`config.mk`:
```
export PLATFORM = sky130hd
export DESIGN_NAME = exprom_ctrl
export DESIGN_NICKNAME = d
export VERILOG_FILES = /design/src/rtl/exprom_ctrl.sv
export SDC_FILE = /design/constraint.sdc
export NUM_CORES = 1
export LEC_CHECK = 0
export ABC_AREA = 1
export CORE_MARGIN = 4
export CORE_UTILIZATION = 41
export DETAILED_ROUTE_END_ITERATION = 8
export GPL_TIMING_DRIVEN = 0
export HOLD_SLACK_MARGIN = 0.06
export PLACE_DENSITY_LB_ADDON = 0.1
export SYNTH_ARGS = -nofsm -noshare
export SYNTH_HDL_FRONTEND = slang
export SYNTH_SLANG_ARGS = --single-unit
```
`constraint.sdc`:
```
create_clock -name clk -period 1.7 [get_ports clk]
set_input_delay 0.17 -clock clk [delete_from_list [all_inputs] [get_ports clk]]
set_output_delay 0.17 -clock clk [all_outputs]
set_load 0.03 [all_outputs]
```
`src/rtl/exprom_ctrl.sv`:
```
// Expansion ROM controller: holds the Expansion ROM BAR, decodes PCI target memory
// requests and sequences reads, full writes and read-modify-write partial writes.
module exprom_ctrl #(
  parameter int ADDR_W   = 9,
  parameter int WRITABLE = 1
) (
  input  logic              clk,
  input  logic              rst_n,
  input  logic              cfg_we,
  input  logic [3:0]        cfg_be,
  input  logic [31:0]       cfg_wdata,
  output logic [31:0]       cfg_rdata,
  input  logic              req_valid,
  output logic              req_ready,
  input  logic              req_write,
  input  logic [31:0]       req_addr,
  input  logic [3:0]        req_be,
  input  logic [31:0]       req_wdata,
  output logic              hit,
  output logic              rsp_valid,
  input  logic              rsp_ready,
  output logic [31:0]       rsp_data,
  output logic [ADDR_W-1:0] rom_address,
  output logic              rom_enable,
  output logic              rom_wren,
  output logic [31:0]       rom_dinp,
  input  logic [31:0]       rom_dout,
  output logic [2:0]        dbg_state
);

  localparam int          LO       = ADDR_W + 2;
  localparam logic [31:0] BAR_MASK = (32'hFFFF_FFFF << LO) | 32'h1;

  typedef enum logic [2:0] {IDLE, RD_CAP, RSP, RMW_MRG, RMW_WR} state_t;

  // Handshakes: a request transfers when req_valid, req_ready and hit are all high;
  // a response transfers when rsp_valid and rsp_ready are both high. rsp_valid and
  // rsp_data hold steady until the response transfers.

  state_t            state;
  logic [31:0]       bar_q;
  logic [31:0]       cfg_mask;
  logic [ADDR_W-1:0] word_addr;
  logic [ADDR_W-1:0] lat_addr;
  logic [3:0]        lat_be;
  logic [31:0]       lat_wdata;
  logic [31:0]       merge_q;
  logic              accept;
  logic              be_full;
  logic              be_part;
  logic              do_rd;
  logic              do_full;
  logic              do_rmw;
  logic              unused_addr_lsb;

  assign cfg_mask  = {{8{cfg_be[3]}}, {8{cfg_be[2]}}, {8{cfg_be[1]}}, {8{cfg_be[0]}}} & BAR_MASK;
  assign cfg_rdata = bar_q;
  assign hit       = bar_q[0] && (req_addr[31:LO] == bar_q[31:LO]);
  assign word_addr = req_addr[LO-1:2];
  assign unused_addr_lsb = ^req_addr[1:0];
  assign dbg_state = state;

  assign req_ready = rst_n && (state == IDLE) && !rsp_valid;
  assign accept    = req_valid && req_ready && hit;
  assign be_full   = (req_be == 4'hF);
  assign be_part   = (req_be != 4'h0) && !be_full;
  assign do_rd     = accept && !req_write;
  assign do_full   = accept && req_write && (WRITABLE != 0) && be_full;
  assign do_rmw    = accept && req_write && (WRITABLE != 0) && be_part;

  always_ff @(posedge clk or negedge rst_n) begin
    if (!rst_n) begin
      bar_q <= '0;
    end else if (cfg_we) begin
      bar_q <= (bar_q & ~cfg_mask) | (cfg_wdata & cfg_mask);
    end
  end

  // ROM strobes are issued in the accept cycle so read data lands one cycle later.
  always_comb begin
    rom_enable  = 1'b0;
    rom_wren    = 1'b0;
    rom_address = '0;
    rom_dinp    = '0;
    if (state == RMW_WR) begin
      rom_enable  = 1'b1;
      rom_wren    = 1'b1;
      rom_address = lat_addr;
      rom_dinp    = merge_q;
    end else if (do_rd || do_rmw) begin
      rom_enable  = 1'b1;
      rom_address = word_addr;
    end else if (do_full) begin
      rom_enable  = 1'b1;
      rom_wren    = 1'b1;
      rom_address = word_addr;
      rom_dinp    = req_wdata;
    end
  end

  always_ff @(posedge clk or negedge rst_n) begin
    if (!rst_n) begin
      state     <= IDLE;
      rsp_valid <= 1'b0;
      rsp_data  <= '0;
      lat_addr  <= '0;
      lat_be    <= '0;
      lat_wdata <= '0;
      merge_q   <= '0;
    end else begin
      case (state)
        IDLE: begin
          if (do_rd) begin
            state <= RD_CAP;
          end else if (do_rmw) begin
            lat_addr  <= word_addr;
            lat_be    <= req_be;
            lat_wdata <= req_wdata;
            state     <= RMW_MRG;
          end
        end
        RD_CAP: begin
          rsp_data  <= rom_dout;
          rsp_valid <= 1'b1;
          state     <= RSP;
        end
        RSP: begin
          if (rsp_ready) begin
            rsp_valid <= 1'b0;
            state     <= IDLE;
          end
        end
        RMW_MRG: begin
          for (int i = 0; i < 4; i++) begin
            merge_q[8*i +: 8] <= lat_be[i] ? lat_wdata[8*i +: 8] : rom_dout[8*i +: 8];
          end
          state <= RMW_WR;
        end
        RMW_WR: begin
          state <= IDLE;
        end
        default: begin
          state <= IDLE;
        end
      endcase
    end
  end

endmodule
```
==> results.toml <==
[clocking]
cts-root-to-sink-buffers = 2
ctsRootBufferMaster = "sky130_fd_sc_hd__clkbuf_16"
cts-buffers-inserted = 17
cts.sink_count = 135
clock_tree.htree_level_count = 4
worst_skew_pair.late_latency_ps = 420
clk_transition_reported_paths_ps = 60
cts_tree = "yes"

[timing]
tightestPinTransition_ps = 941.9
layout_min_cycle_time_ps = 2621
unrepaired_setup_endpoints_after_global_routing = "yes"
timing.slew.headroom_pct = 37.21
finalMaxSlewViolations = 0
achievable-frequency_mhz = 381.6
final.setup_skew_ps = 9.598
setup_viol_count_final = 90
final_hold_viol_count = 50
timing.hold.ws_ps = -288.6
period_share_pct = 154.2
final_setup_slack_of_the_worst_path_ps = -920.8

[power]
combPwrFrac_pct = 15.8
internal_power_w = 0.006177
power_frac_clock_pct = 43.7
peakVddDrop_mv = 0.6858
power_switching_w = 0.002093
power_leakage_nw = 5.643
p_per_area_mw_per_mm2 = 731.2
pwr-share-seq_pct = 40.5
swShare_pct = 25.31

[worst_setup_path]
r2r_cells = 16
type_of_element_launching_the_critical_path = "flip-flop"
worst-setup-path-type = "flip-flop to output port"
setup.worst_path.end_class = "output port"
worst_ep_required_time_ps = 1530
worstPathArrival_ps = 2450
timing.critical_path.fanout_max = 6

[die]
io_pins = 255
placementRows = 47
die_h_um = 139.0
core_area_mm2 = 0.01670
initial_utilization_pct = 42.16
die_area_mm2 = 0.01933
floorplan.die.width_um = 139.0

[placement]
portBuffers = 232
post-place-ws_ps = -1408
dp_hpwl_um = 16440
postPlaceCellArea_mm2 = 0.01004
place_congestion = 0.8336

[yosys]
post_synth_instance_area_mm2 = 0.007041
synth_largest_area_cell = "sky130_fd_sc_hd__dfrtp_1"
synth.top_cell.area_share_pct = 47.98
synth_cells = 925
netlist_top_cells_area = "sky130_fd_sc_hd__dfrtp_1 (48%), sky130_fd_sc_hd__nand2_1 (15%), sky130_fd_sc_hd__o21ai_0 (8.6%)"
ys.warnings.count = 0
synth-seq-area-share_pct = 47.98
number_of_distinct_library_cell_variants_in_the_gate_level_netlist_after_synthesis = 28
yosys_register_bits = 135
syn_area_per_cell_um2 = 7.611

[global_routing]
gr-usage-all-layers_pct = 23.98
grt_first_pass_wirelength_um = 37340
largest_net_degree_at_the_start_of_global_routing = 86
via_count_of_the_first_global_routing_pass = 7009
grt_overflow_total = 0
antenna_found_initial = 0

[route]
ant_nets = 0
drc = 0
routed-via-count = 6979
drt-wirelength-per-cell_um = 15.74
vias_per_cell = 4.780
drt-pass1-iter-count = 5
drt_first_iter_violations = 436
routed_wl_um = 22980

[outcome]
outcome = "complete, but fails checks"
violations_in_the_final_reports = "hold timing, setup timing"

[hold_path]
min-delay-path-class = "input pin to asynchronous set/reset pin"

[layout]
design_area_mm2 = 0.01131
finish.net_count = 1370
area_growth_pct = 60.65
diodes = 0
mostFrequentLayoutCells = "sky130_fd_sc_hd__nand2_1 (265), sky130_fd_sc_hd__clkdlybuf4s50_1 (165), sky130_fd_sc_hd__inv_1 (148)"
commonest_non_fill_non_tap_cell_in_the_layout = "sky130_fd_sc_hd__nand2_1"
post_route_cells_drive_above_1_share_pct = 19.84

[flow_run]
maxCapViolations = 0
[area by class of cell]
| cell class | count | area [µm²] |
|---|---|---|
| Multi-Input combinational cell | 577 | 3172 |
| Fill cell | 1432 | 5390 |
| Tap cell | 220 | 275.3 |
| Buffer | 57 | 420.4 |
| Timing Repair Buffer | 275 | 2865 |
| Inverter | 165 | 619.3 |
| Clock buffer | 22 | 474.2 |
| Clock inverter | 9 | 100.1 |
| Sequential cell | 135 | 3385 |
[synthesized netlist by cell type, drive strengths merged]
master   number
nand2       285
inv         163
o21ai       148
dfrtp       135
nor2         51
clkbuf       32
o22ai        32
buf          25
a21oi        23
o311ai        9
nand3         8
mux2          3
nand4         3
clkinv        2
xnor2         2
xor2          2
conb          1
o2111ai       1
[metrics by stage]
stage | utilization [%] | setup TNS [ps] | total power [W] | instances
2_1_floorplan | - | -18210 | 0.003924 | 934
3_3_place_gp | 59.94 | -1215990 | 0.004541 | 1386
3_5_place_dp | 60.11 | -81100 | 0.004553 | 1387
4_1_cts | 66.36 | -48660 | 0.008313 | 1456
5_1_grt | 67.73 | -67520 | 0.008599 | 1460
6_report | 67.73 | -57020 | 0.008270 | 1460
[worst paths after layout]
check,from,to,slack [ps]
worst max-delay path,flip-flop,rom_dinp[10],-920
worst max register to register,flip-flop,lat_wdata[20]$_DFFE_PN0P_,-450
max in group asynchronous,rst_n,dbg_state[2]$_DFFE_PN0P_,1150
worst min-delay path,rst_n,rsp_data[28]$_DFFE_PN0P_,-290
worst min register to register,rsp_data[21]$_DFFE_PN0P_,rsp_data[21]$_DFFE_PN0P_,480
min in group clk,req_addr[4],lat_addr[2]$_DFFE_PN0P_,320
[metal layers]
| layer | up-vias | share of wire [%] | GRT usage [%] |
|---|---|---|---|
| met5 | - | 0 | 0 |
| met4 | 0 | 1.4 | 7.261 |
| met3 | 22 | 7.0 | 7.000 |
| met2 | 210 | 49 | 39.40 |
| met1 | 3271 | 43 | 30.83 |
| li1 | 3476 | - | - |
[power by group through the flow]
stage,clock network [W],logic (W),registers [W]
floorplan,0,0.000393,0.00353
global placement,0,0.00114,0.00340
detailed placement,0,0.00115,0.00340
CTS,0.00368,0.00129,0.00334
global route,0.00381,0.00144,0.00336
finish,0.00362,0.00131,0.00335
[timing repair]
item                                    4_1_cts  5_1_grt
setup buffers                                36        8
pin swaps                                    10       19
hold endpoints to repair                     50       50
gates resized for setup                     370       61
endpoints found under the setup margin      153      110
cloned                                        2        3
[kinds of logic (layout without fill, tap and decap cells)]
family | count (synthesis) | count (layout) | share of synthesized area, %
compound gates | 213 | 213 | 18.73
xor+xnor | 4 | 4 | 0.4977
buf+inv | 222 | 528 | 12.94
flops | 135 | 135 | 47.98
mux | 3 | 3 | 0.4798
other cells | 1 | 10 | 0.05326
simple gates | 347 | 347 | 19.32
[worst max-delay path, stage by stage, from the launching register on]
cell	delay [ps]
sky130_fd_sc_hd__dfrtp_1	410
sky130_fd_sc_hd__inv_2	60
sky130_fd_sc_hd__nand2_1	50
sky130_fd_sc_hd__nand2_2	90
sky130_fd_sc_hd__nand2_1	60
sky130_fd_sc_hd__nor2_1	110
sky130_fd_sc_hd__nand2_2	80
sky130_fd_sc_hd__nor2_4	160
sky130_fd_sc_hd__nand2_4	80
sky130_fd_sc_hd__nor2_4	100
sky130_fd_sc_hd__buf_6	110
sky130_fd_sc_hd__nand3_4	90
sky130_fd_sc_hd__buf_12	180
sky130_fd_sc_hd__buf_16	150
sky130_fd_sc_hd__o22ai_4	130
sky130_fd_sc_hd__buf_6	150
No activity file was read; power rests on OpenSTA's default activity.
